**config.mk**
```make
export PLATFORM = sky130hd
export DESIGN_NAME = alu_seq
export DESIGN_NICKNAME = d
export VERILOG_FILES = /design/src/rtl/alu_seq_pkg.sv /design/src/rtl/alu_seq_logic.sv /design/src/rtl/alu_seq.sv
export SDC_FILE = /design/constraint.sdc
export NUM_CORES = 1
export LEC_CHECK = 0
export ABC_AREA = 1
export BUFFER_PORTS_ARGS = -buffer_cell sky130_fd_sc_hd__buf_2
export CAP_MARGIN = 40
export CORE_AREA = 2 2 237 181
export CTS_BUF_LIST = sky130_fd_sc_hd__clkbuf_2
export DETAILED_ROUTE_END_ITERATION = 6
export DIE_AREA = 0 0 239 183
export GPL_ROUTABILITY_DRIVEN = 0
export PLACE_DENSITY_LB_ADDON = 0.05
export SLEW_MARGIN = 20
export SYNTH_ARGS = -nofsm -noshare
export SYNTH_HDL_FRONTEND = slang
export SYNTH_SLANG_ARGS = --single-unit
export TNS_END_PERCENT = 100
```
**constraint.sdc**
```tcl
create_clock -name Clk -period 7.51 [get_ports Clk]
set_clock_uncertainty 0.05 [all_clocks]
set_input_delay 1.502 -clock Clk [delete_from_list [all_inputs] [get_ports Clk]]
set_output_delay 1.502 -clock Clk [all_outputs]
set_load 0.02 [all_outputs]
```
**src/rtl/alu_seq_pkg.sv**
```systemverilog
// alu_seq_pkg: opcodes, FSM state and helpers for the multi-cycle ALU.
// ALU_SEQ_DIV_EN adds opcode 8 (DIVU) to the iterative set.
package alu_seq_pkg;

    localparam logic [3:0] OP_AND  = 4'd0;
    localparam logic [3:0] OP_OR   = 4'd1;
    localparam logic [3:0] OP_ADD  = 4'd2;
    localparam logic [3:0] OP_NOR  = 4'd3;
    localparam logic [3:0] OP_XOR  = 4'd4;
    localparam logic [3:0] OP_SEXT = 4'd5;
    localparam logic [3:0] OP_SUB  = 4'd6;
    localparam logic [3:0] OP_SLT  = 4'd7;
    localparam logic [3:0] OP_DIVU = 4'd8;
    localparam logic [3:0] OP_MUL  = 4'd9;
    localparam logic [3:0] OP_SLL  = 4'd10;
    localparam logic [3:0] OP_SGT  = 4'd11;
    localparam logic [3:0] OP_CLZ  = 4'd12;
    localparam logic [3:0] OP_ROTR = 4'd13;
    localparam logic [3:0] OP_SLTU = 4'd14;
    localparam logic [3:0] OP_SRA  = 4'd15;

    typedef enum logic {
        IDLE = 1'b0,
        RUN  = 1'b1
    } state_t;

    function automatic logic is_shift(input logic [3:0] op);
        return (op == OP_SLL) || (op == OP_ROTR) || (op == OP_SRA);
    endfunction

    function automatic logic is_iter(input logic [3:0] op);
        logic r;
        r = is_shift(op) || (op == OP_MUL) || (op == OP_CLZ);
`ifdef ALU_SEQ_DIV_EN
        r = r || (op == OP_DIVU);
`endif
        return r;
    endfunction

endpackage

```
**src/rtl/alu_seq_logic.sv**
```systemverilog
// alu_seq_logic: combinational single-cycle operations and overflow.
// Iterative opcodes yield 0 here; the top level handles them.
module alu_seq_logic
    import alu_seq_pkg::*;
#(
    parameter int WIDTH = 32
) (
    input  logic [3:0]       op,
    input  logic [WIDTH-1:0] a,
    input  logic [WIDTH-1:0] b,
    output logic [WIDTH-1:0] res,
    output logic             ovf
);

    logic [WIDTH-1:0] sum;
    logic [WIDTH-1:0] diff;
    logic [WIDTH-1:0] sx8;
    logic [WIDTH-1:0] sx16;
    logic             lt_s;
    logic             gt_s;
    logic             lt_u;

    assign sum  = a + b;
    assign diff = a - b;
    assign sx8  = WIDTH'($signed(a[7:0]));
    assign lt_s = $signed(a) < $signed(b);
    assign gt_s = $signed(a) > $signed(b);
    assign lt_u = a < b;

    generate
        if (WIDTH >= 16) begin : g_sx16
            assign sx16 = WIDTH'($signed(a[15:0]));
        end else begin : g_nosx16
            assign sx16 = a;
        end
    endgenerate

    // Opcode decode for the one-cycle result and signed overflow.
    always_comb begin
        res = '0;
        ovf = 1'b0;
        unique case (op)
            OP_AND:  res = a & b;
            OP_OR:   res = a | b;
            OP_NOR:  res = ~(a | b);
            OP_XOR:  res = a ^ b;
            OP_ADD: begin
                res = sum;
                ovf = (a[WIDTH-1] == b[WIDTH-1]) &&
                      (sum[WIDTH-1] != a[WIDTH-1]);
            end
            OP_SUB: begin
                res = diff;
                ovf = (a[WIDTH-1] != b[WIDTH-1]) &&
                      (diff[WIDTH-1] != a[WIDTH-1]);
            end
            OP_SLT:  res = WIDTH'(lt_s);
            OP_SGT:  res = WIDTH'(gt_s);
            OP_SLTU: res = WIDTH'(lt_u);
            OP_SEXT: begin
                if (b == WIDTH'(0))
                    res = sx8;
                else if (b == WIDTH'(1))
                    res = sx16;
                else
                    res = a;
            end
            default: res = '0;
        endcase
    end

endmodule

```
**src/rtl/alu_seq.sv**
```systemverilog
// alu_seq: multi-cycle ALU, bit-serial shifts/MUL/CLZ behind Start/Busy/Done.
// Define ALU_SEQ_DIV_EN to build the restoring divider on opcode 8.
module alu_seq
    import alu_seq_pkg::*;
#(
    parameter int WIDTH   = 32,
    parameter int SHAMT_W = $clog2(WIDTH)
) (
    input  logic             Clk,
    input  logic             Rst_n,
    input  logic             Start,
    input  logic [3:0]       ALUControl,
    input  logic [WIDTH-1:0] A,
    input  logic [WIDTH-1:0] B,
    output logic             Busy,
    output logic             Done,
    output logic [WIDTH-1:0] ALUResult,
    output logic [WIDTH-1:0] ALUResultHi,
    output logic             Zero,
    output logic             Overflow
);

    localparam int CW = SHAMT_W + 1;

    state_t           state;
    state_t           state_nxt;
    logic [3:0]       op;
    logic [WIDTH-1:0] wa;
    logic [WIDTH-1:0] wb;
    logic [WIDTH-1:0] hi;
    logic [CW-1:0]    cnt;

    logic [SHAMT_W-1:0] shamt;
    logic               go_run;
    logic [CW-1:0]      n_load;
    logic [WIDTH-1:0]   sc_res;
    logic               sc_ovf;
    logic [WIDTH-1:0]   one_res;

    logic [WIDTH-1:0] nxt_wa;
    logic [WIDTH-1:0] nxt_hi;
    logic [WIDTH:0]   sum;
    logic             match;
    logic             clz_stop;
    logic             last;
    logic [WIDTH-1:0] res_it;
    logic [WIDTH-1:0] hi_it;
`ifdef ALU_SEQ_DIV_EN
    logic [WIDTH:0]   t;
`endif

    alu_seq_logic #(.WIDTH(WIDTH)) u_logic (
        .op  (ALUControl),
        .a   (A),
        .b   (B),
        .res (sc_res),
        .ovf (sc_ovf)
    );

    assign shamt   = B[SHAMT_W-1:0];
    assign go_run  = is_iter(ALUControl) &&
                     !(is_shift(ALUControl) && shamt == '0);
    assign n_load  = is_shift(ALUControl) ? CW'(shamt) : CW'(WIDTH);
    // A zero-length shift/rotate is the operand itself.
    assign one_res = is_iter(ALUControl) ? A : sc_res;
    assign Busy    = (state == RUN);

    // One iteration step of the latched operation.
    always_comb begin
        nxt_wa   = wa;
        nxt_hi   = hi;
        sum      = '0;
        match    = 1'b0;
        clz_stop = 1'b0;
`ifdef ALU_SEQ_DIV_EN
        t        = '0;
`endif
        unique case (op)
            OP_SLL:  nxt_wa = wa << 1;
            OP_SRA:  nxt_wa = {wa[WIDTH-1], wa[WIDTH-1:1]};
            OP_ROTR: nxt_wa = {wa[0], wa[WIDTH-1:1]};
            OP_MUL: begin
                sum    = {1'b0, hi} + (wa[0] ? {1'b0, wb} : '0);
                nxt_hi = sum[WIDTH:1];
                nxt_wa = {sum[0], wa[WIDTH-1:1]};
            end
            OP_CLZ: begin
                match    = (wa[WIDTH-1] == wb[0]);
                nxt_hi   = hi + WIDTH'(match);
                nxt_wa   = wa << 1;
                clz_stop = !match || (wa[WIDTH-2] != wb[0]);
            end
`ifdef ALU_SEQ_DIV_EN
            OP_DIVU: begin
                t = {hi, wa[WIDTH-1]};
                if (t >= {1'b0, wb}) begin
                    nxt_hi = t[WIDTH-1:0] - wb;
                    nxt_wa = {wa[WIDTH-2:0], 1'b1};
                end else begin
                    nxt_hi = t[WIDTH-1:0];
                    nxt_wa = {wa[WIDTH-2:0], 1'b0};
                end
            end
`endif
            default: ;
        endcase
    end

    assign last   = (cnt == CW'(1)) || ((op == OP_CLZ) && clz_stop);
    assign res_it = (op == OP_CLZ) ? nxt_hi : nxt_wa;
    assign hi_it  = ((op == OP_MUL) || (op == OP_DIVU)) ? nxt_hi : '0;

    // FSM state register.
    always_ff @(posedge Clk or negedge Rst_n) begin
        if (!Rst_n)
            state <= IDLE;
        else
            state <= state_nxt;
    end

    // Next state: enter RUN for non-trivial iterative ops, leave on last step.
    always_comb begin
        state_nxt = state;
        unique case (state)
            IDLE: if (Start && go_run) state_nxt = RUN;
            RUN:  if (last) state_nxt = IDLE;
            default: state_nxt = IDLE;
        endcase
    end

    // Operand capture, iteration registers and result/flag update on Done.
    always_ff @(posedge Clk or negedge Rst_n) begin
        if (!Rst_n) begin
            op          <= OP_AND;
            wa          <= '0;
            wb          <= '0;
            hi          <= '0;
            cnt         <= '0;
            Done        <= 1'b0;
            ALUResult   <= '0;
            ALUResultHi <= '0;
            Zero        <= 1'b1;
            Overflow    <= 1'b0;
        end else begin
            Done <= 1'b0;
            if (state == IDLE) begin
                if (Start) begin
                    op  <= ALUControl;
                    wa  <= A;
                    wb  <= B;
                    hi  <= '0;
                    cnt <= n_load;
                    if (!go_run) begin
                        Done        <= 1'b1;
                        ALUResult   <= one_res;
                        ALUResultHi <= '0;
                        Zero        <= (one_res == '0);
                        Overflow    <= sc_ovf;
                    end
                end
            end else begin
                wa  <= nxt_wa;
                hi  <= nxt_hi;
                cnt <= cnt - CW'(1);
                if (last) begin
                    Done        <= 1'b1;
                    ALUResult   <= res_it;
                    ALUResultHi <= hi_it;
                    Zero        <= (res_it == '0);
                    Overflow    <= 1'b0;
                end
            end
        end
    end

endmodule
```
==> results of run 1 <==
cell usage after synthesis (all sizes together):
library cell,n,area (um2)
nand2,994,3750
inv,414,1550
nor2,309,1180
o21ai,235,1180
nand3,221,1120
dfrtp,173,4330
a21oi,163,816
ha,135,1690
buf,68,335
o211ai,53,398
o221ai,45,394
clkbuf,44,169
nand4,44,275
nor3,37,201
xor2,16,140
o22ai,13,81.3
a221oi,12,111
or2,11,68.8
o21a,10,75.1
a31oi,7,43.8
nor4,7,43.8
o2111ai,7,61.3
o21bai,7,52.6
a21boi,6,45.0
a22oi,6,45.0
xnor2,4,35.0
a21o,3,22.5
clkinv,3,11.3
fa,3,60.1
o31ai,3,36.3
a211oi,2,15.0
a221o,2,20.0
mux2i,2,20.0
nand3b,2,15.0
a22o,1,8.76
and2,1,6.26
dfstp,1,26.3
nand2b,1,6.26
nor3b,1,7.51
flip-flops by register name, indices dropped and copies added (netlist names):
signal	cells
op	4
cnt	6
ALUResult	32
wb	32
wa	32
Overflow	1
ALUResultHi	32
Busy	1
Zero	1
hi	32
Done	1
worst max-delay path by stage:
stage	from	to	slack (ns)	cells past startpoint
5_1_grt	wa[0]	hi[23]	3.11	20
3_3_place_gp	A[25]	Zero	2.81	19
4_1_cts	wa[0]	ALUResultHi[23]	3.53	20
3_5_place_dp	A[25]	Zero	2.77	19
6_report	wa[0]	ALUResultHi[23]	3.40	20
2_1_floorplan	A[0]	Zero	3.96	21
per-stage QoR:
stage	power (mW)	instances	hold slack [ns]
global route	5.03	3688	0.386
detailed placement	4.03	3652	0.412
CTS	4.62	3684	0.460
floorplan	3.15	3066	0.392
finish	4.70	3688	0.432
global placement	4.00	3646	0.409
logic make-up after synthesis:
family                   after synthesis  share of synthesized area (%)
AO/OA/AOI/OAI                        575                           18.5
XOR/XNOR                              20                          0.950
adder cells (fa/ha/maj)              138                           9.48
buffers and inverters                529                           11.2
flip-flops                           174                           23.6
multiplexers                           2                          0.109
AND/OR/NAND/NOR                     1628                           36.2
layout make-up:
cell class	instances	area (um2)
fillers	4481	21600
repair buffers	165	1000
flip-flops and latches	174	4360
multi-input cells	2363	12100
clock buffers	18	90.1
clock inverters	14	181
well taps	536	671
inverters	417	1570
diodes	1	2.50
per-layer routing:
metal  wire [um]  vias up  GRT usage (%)
met5           0        -              0
met4        2160        0           9.18
met3        9110      138           7.84
met2       31200     1299           49.9
met1       35700    10131           53.2
li1            -    10139              -
worst register-to-register path: cells and delay by family (launching register included):
kind / cells / cell delay [ns]
fa+ha+maj: 2 / 0.60
flops: 1 / 0.38
buf+inv: 5 / 0.72
compound gates: 7 / 1.63
simple gates: 6 / 0.68
cell usage in the layout, fill, tap and decap left out, types with 4 or more instances in the layout:
cell type  instances
nand2_1          987
inv_1            404
nor2_1           298
nand3_1          219
o21ai_0          217
dfrtp_1          172
a21oi_1          163
buf_2            138
ha_1             135
o211ai_1          53
o221ai_1          45
nand4_1           44
nor3_1            35
buf_4             19
clkbuf_2          18
o21ai_1           17
xor2_1            16
o22ai_1           13
inv_2             11
a221oi_1          11
or2_2             11
o21a_1            10
nand2_2            7
o21bai_1           7
nor4_1             7
o2111ai_1          7
a31oi_1            7
nor2_4             6
a22oi_1            6
a21boi_0           6
nor2_2             5
xnor2_1            4
power by group through the flow:
stage	combinational, mW	sequential, mW	clock (mW)
CTS	2.53	1.49	0.595
detailed placement	2.52	1.51	0
global placement	2.49	1.51	0
floorplan	1.64	1.51	0
global route	2.86	1.53	0.634
finish	2.60	1.51	0.591
==> summary.log, run 1 <==
[drt] number of iterations in the first detailed-routing pass 7
[outcome] status finished, violations left
[drt] final WL 78.2 mm
[die] IO Pins 139
[grt] global-route wire length before repair 117 mm
[sta] final slew viol count 0
[worst_setup_path] critical path's slowest cell o21ai_0
[worst_setup_path] Worst Setup Path Type register to register
[worst_setup_path] delay-heaviest family, CP compound AO/OA/AOI/OAI gates
[power] sw frac 53.4%
[logic_synthesis] Post-Syn Nets 3275
[worst_setup_path] Critical Path RT 8.31 ns
[sta] maximum achievable frequency 243 MHz
[sta] Finish-stage setup viols 0
[worst_setup_path] type of element capturing the critical path register
[power] peak supply drop 0.000187 V
[cts] number of H-tree levels 4
[outcome] violations in the final reports design-rule violations
[cts] clock tree from TritonCTS built
[grt] total track usage 35.2%
[placed_design] HPWL after DPL 61.6 mm
[sta] setup_tns 0 ns
[sta] setup repair after global routing missed its margin false
[drt] number of routed nets with antenna violations 0
[power] net switching component of the power 2.51 mW
[die] die outline width 239 um
[drt] Via-to-Cell Ratio 5.89
[cts] Post-CTS Setup Bufs 0
[drt] average routed wire per standard cell 21.2 um
[die] Chip Height 183 um
[logic_synthesis] Syn Area/Cell 6.02 um2
[power] combinational group share of total power 55.3%
[grt] maximum number of pins on one net before global-route repair 100
[die] core area 41500 um2
[sta] Final Hold Vio Count 0
[cts] count of instances resized after the clock tree is built 0
[worst_setup_path] arrival time worst endpoint 4.91 ns
[worst_setup_path] Max Fanout on Critical Path 36
[placed_design] pre-CTS setup slack 2.77 ns
[grt] via count of the first global-routing pass 19497
[drt] initial DRC count 2981
[cells_and_area] Layout Nets 3347
[cts] clock slew at the register clock pins of the worst setup and hold paths 0.29 ns
[cts] number of sinks handled by clock tree synthesis 174
[worst_setup_path] chain of cells forming the critical path buf_4 > nand2_1 > inv_1 > ha_1 > inv_1 > fa_1 > inv_1 > nand3_1 > nand2_1 > a21oi_1 > o21ai_0 > a21boi_0 > o21ai_0 > a21boi_0 > inv_1 > a21oi_1 > o21ai_0 > nand3_1 > nand3_1 > nand2_1
[power] leakage 10.3 nW
[cells_and_area] layout cell share with drive strength beyond 1 7.78%
[die] FP Rows 65
[grt] final global-route overflow total 0
[cts] Root Driver clkbuf_2
[worst_setup_path] Worst path max stage delay 0.48 ns
[cells_and_area] area growth from synthesis to final layout 8.01%
[flow_run] max-cap violations 0
[logic_synthesis] yosys synthesis warning count 0
[cells_and_area] Final Cell Area 19900 um2
[die] Die Area 43700 um2
[sta] transition at the pin with the smallest max-transition slack 0.885 ns
[grt] antenna violations before repair 1
[power] Internal Pwr Total 2.19 mW
[drt] total DRC errors in the routed layout 9
[sta] time the worst path needs with I/O delays and setup 4.11 ns
[power] Reg power frac 32.1%
[placed_design] post-detailed-placement cell area 19600 um2
[worst_setup_path] CP bufs+invs 5
[cts] clock insertion delay at the later pin of the skew report 0.92 ns
[sta] post-route fraction of the period consumed by the critical path 54.7%
[logic_synthesis] cell area after synthesis 18400 um2
[cts] cts hold-fix bufs 0
[placed_design] IO buf count 138
[sta] least setup slack across all paths after layout 3.40 ns
[worst_setup_path] most frequent cell on the critical path inv_1
[worst_setup_path] launch instance of the worst register-to-register path wa[0]
[cells_and_area] Post-Route Utilization 48.0%
[worst_setup_path] kind of start point of the critical path register
[worst_setup_path] worst r2r path cells 20
[logic_synthesis] unique cell type count in the Yosys netlist 53
[cts] buffer levels on the longest clock path 2
[sta] Relative slew margins 40.6%
[cts] number of buffers created by CTS 17
[worst_setup_path] end of the worst register-to-register path ALUResultHi[23]
[hold_path] path type of the worst min-delay path input pin to async pin
[power] part of the power in the clock network 12.6%
[logic_synthesis] flip-flop and latch count after synthesis 174
[logic_synthesis] cell count after synthesis 3066
[worst_setup_path] R2R Setup Slk 3.40 ns
[die] initial standard-cell utilization of the core 44.5%
[power] power per unit of standard cell area 236 nW/um2
[drt] routed via count 21707
[logic_synthesis] Seq/Total Area, Yosys 23.6%
No activity file was read; power rests on OpenSTA's default activity.
==> inputs of run 2 (changes only) <==
clock period = 4 ns   (was 7.51 ns; I/O delays follow)
==> run 2 against run 1 <==
- first-iteration DRC count rose by 17%
- worst hold slack got worse by 0.29 ns
- die area did not move
- critical path type unchanged
- routed wire length rose by 6.2%
- utilization rose by 0.85 points
- clock power rose by 74%
- the flow still finishes with violations (design-rule violations)
- clock-buffer cell count did not move
==> summary.log, run 2 (same netlist as run 1, synthesis figures left out) <==
[outcome] status finished, violations left
[outcome] violations in the final reports design-rule violations
[die] FP Rows 65
[drt] total DRC errors in the routed layout 10
[worst_setup_path] Max Fanout on Critical Path 4
[worst_setup_path] kind of start point of the critical path register
[cts] Root Driver clkbuf_2
[cells_and_area] top library cells by usage in the layout, fill and taps aside nand2_1 (987), inv_1 (404), nor2_1 (298)
[cells_and_area] number of standard cells in the layout, taps in and fillers out 3743
[power] peak supply drop 0.000326 V
[worst_setup_path] chain of cells forming the critical path inv_1 > nand2_1 > nand2_1 > ha_1 > ha_2 > nand2_1 > nor2_2 > nand2_1 > nor2_1 > inv_1 > nor3_1 > xor2_1 > o21ai_0 > nor2_1 > nand4_1 > nor2_1 > nand4_1 > nand2_1 > nand2_1 > nand2_1
[drt] number of iterations in the first detailed-routing pass 7
[sta] maximum achievable frequency 273 MHz
[cells_and_area] Layout Nets 3401
[cts] number of buffers created by CTS 17
[drt] initial DRC count 3498
[cts] clock tree from TritonCTS built
[drt] number of routed nets with antenna violations 0
[drt] routed via count 22476
[die] core area 41500 um2
[die] Die Area 43700 um2
[worst_setup_path] Worst path max stage delay 0.49 ns
[cells_and_area] layout cell share with drive strength beyond 1 9.39%
[worst_setup_path] critical path's slowest cell dfrtp_1
[grt] maximum number of pins on one net before global-route repair 92
[power] power per unit of standard cell area 443 nW/um2
[die] Chip Height 183 um
[grt] antenna violations before repair 2
[grt] global-route wire length before repair 123 mm
[placed_design] IO buf count 138
[cells_and_area] most frequent standard cell in the layout excluding fill and tap cells nand2_1
[sta] setup repair after global routing missed its margin false
[sta] Finish-stage setup viols 0
[die] initial standard-cell utilization of the core 44.5%
[cts] Post-CTS Setup Bufs 0
[worst_setup_path] type of element capturing the critical path register
[cells_and_area] area growth from synthesis to final layout 9.92%
[placed_design] HPWL after DPL 65.4 mm
[grt] total track usage 37.4%
[sta] Relative slew margins 49.7%
[sta] final slew viol count 0
[worst_setup_path] most frequent cell on the critical path nand2_1
[die] die outline width 239 um
[cts] clock insertion delay at the later pin of the skew report 0.91 ns
[sta] time the worst path needs with I/O delays and setup 3.66 ns
[die] IO Pins 139
[power] leakage 10.6 nW
[sta] transition at the pin with the smallest max-transition slack 0.746 ns
[worst_setup_path] Critical Path RT 4.80 ns
[worst_setup_path] arrival time worst endpoint 4.46 ns
[cts] number of H-tree levels 4
[worst_setup_path] launch instance of the worst register-to-register path wa[31]
[sta] setup_tns 0 ns
[worst_setup_path] CP startpoint wa[31]
[cts] buffer levels on the longest clock path 2
[sta] post-route fraction of the period consumed by the critical path 91.5%
[placed_design] placed instance count 3707
[sta] Final Hold Vio Count 0
[cts] number of sinks handled by clock tree synthesis 174
[cts] clock slew at the register clock pins of the worst setup and hold paths 0.32 ns
[drt] final WL 83.0 mm
[worst_setup_path] Worst Setup Path Type register to register
[drt] Via-to-Cell Ratio 6.00
[hold_path] startpoint of the lowest-slack hold path A[27]
[drt] average routed wire per standard cell 22.2 um
[grt] via count of the first global-routing pass 20292
[hold_path] path type of the worst min-delay path input pin to register
[grt] final global-route overflow total 0
[cells_and_area] Post-Route Utilization 48.9%
[flow_run] max-cap violations 0
==> run 2: cell types whose count changed in the layout (fill, tap and decap cells not counted), moves of 2 or more <==
cell | previous run | this run
buf_4 | 19 | 75
bufinv_16 | 3 | 1
clkinvlp_4 | 1 | 3
inv_8 | 2 | 4
nor2_2 | 5 | 8
nor2_4 | 6 | 3
==> run 2: final timing paths <==
kind / end / slack, ns / cells past startpoint
worst max-delay path: Zero / 0.34 / 20
worst min-delay path: wa[27] / 0.14 / 3
worst max register to register: Zero / 0.34 / 20
worst min register to register: Zero / 0.45 / 2
max in group asynchronous: Zero / 2.58 / 4
min in group asynchronous: ALUResult[1] / 0.21 / 2
==> run 2: power breakdown <==
group / switching (mW) / internal (mW) / total [mW]
sequential: 0.521 / 2.30 / 2.82
clock: 0.773 / 0.257 / 1.03
combinational: 3.62 / 1.51 / 5.13
==> run 2: what timing repair did <==
action,in CTS,in global routing
hold buffers,1,0
setup endpoints to repair,0,3
hold endpoints to repair,89,0
resized for setup,0,3
==> run 2: layout make-up <==
cell class,count,area [um2]
clock buffers,18,90.1
flip-flops and latches,174,4360
fillers,4410,21200
multi-input cells,2363,12100
inverters,417,1570
well taps,536,671
diodes,2,5.00
clock inverters,14,150
repair buffers,219,1390
==> run 2: worst max-delay path: cells and delay by family, from the launching register on <==
kind | cells | cell delay (ns)
xor+xnor | 1 | 0.22
flops | 1 | 0.49
fa+ha+maj | 2 | 0.50
compound gates | 1 | 0.22
simple gates | 14 | 1.75
buf+inv | 2 | 0.35
==> run 2: stage by stage <==
stage	instance area, um2	hold slack [ns]	setup WS (ns)	power, mW
2_1_floorplan	18400	0.392	1.14	5.92
3_3_place_gp	20000	0.414	0.0463	7.74
3_5_place_dp	20000	0.413	0.0651	7.79
4_1_cts	20200	0.0646	0.371	8.82
5_1_grt	20300	0.0417	0.0559	9.56
6_report	20300	0.138	0.340	8.99
==> run 2: routing by layer <==
metal,up-vias,part of all wire [%],track usage [%]
li1,10247,-,-
met1,10413,44,54.8
met2,1605,39,52.7
met3,211,13,9.06
met4,0,4.0,13.4
met5,-,0,0
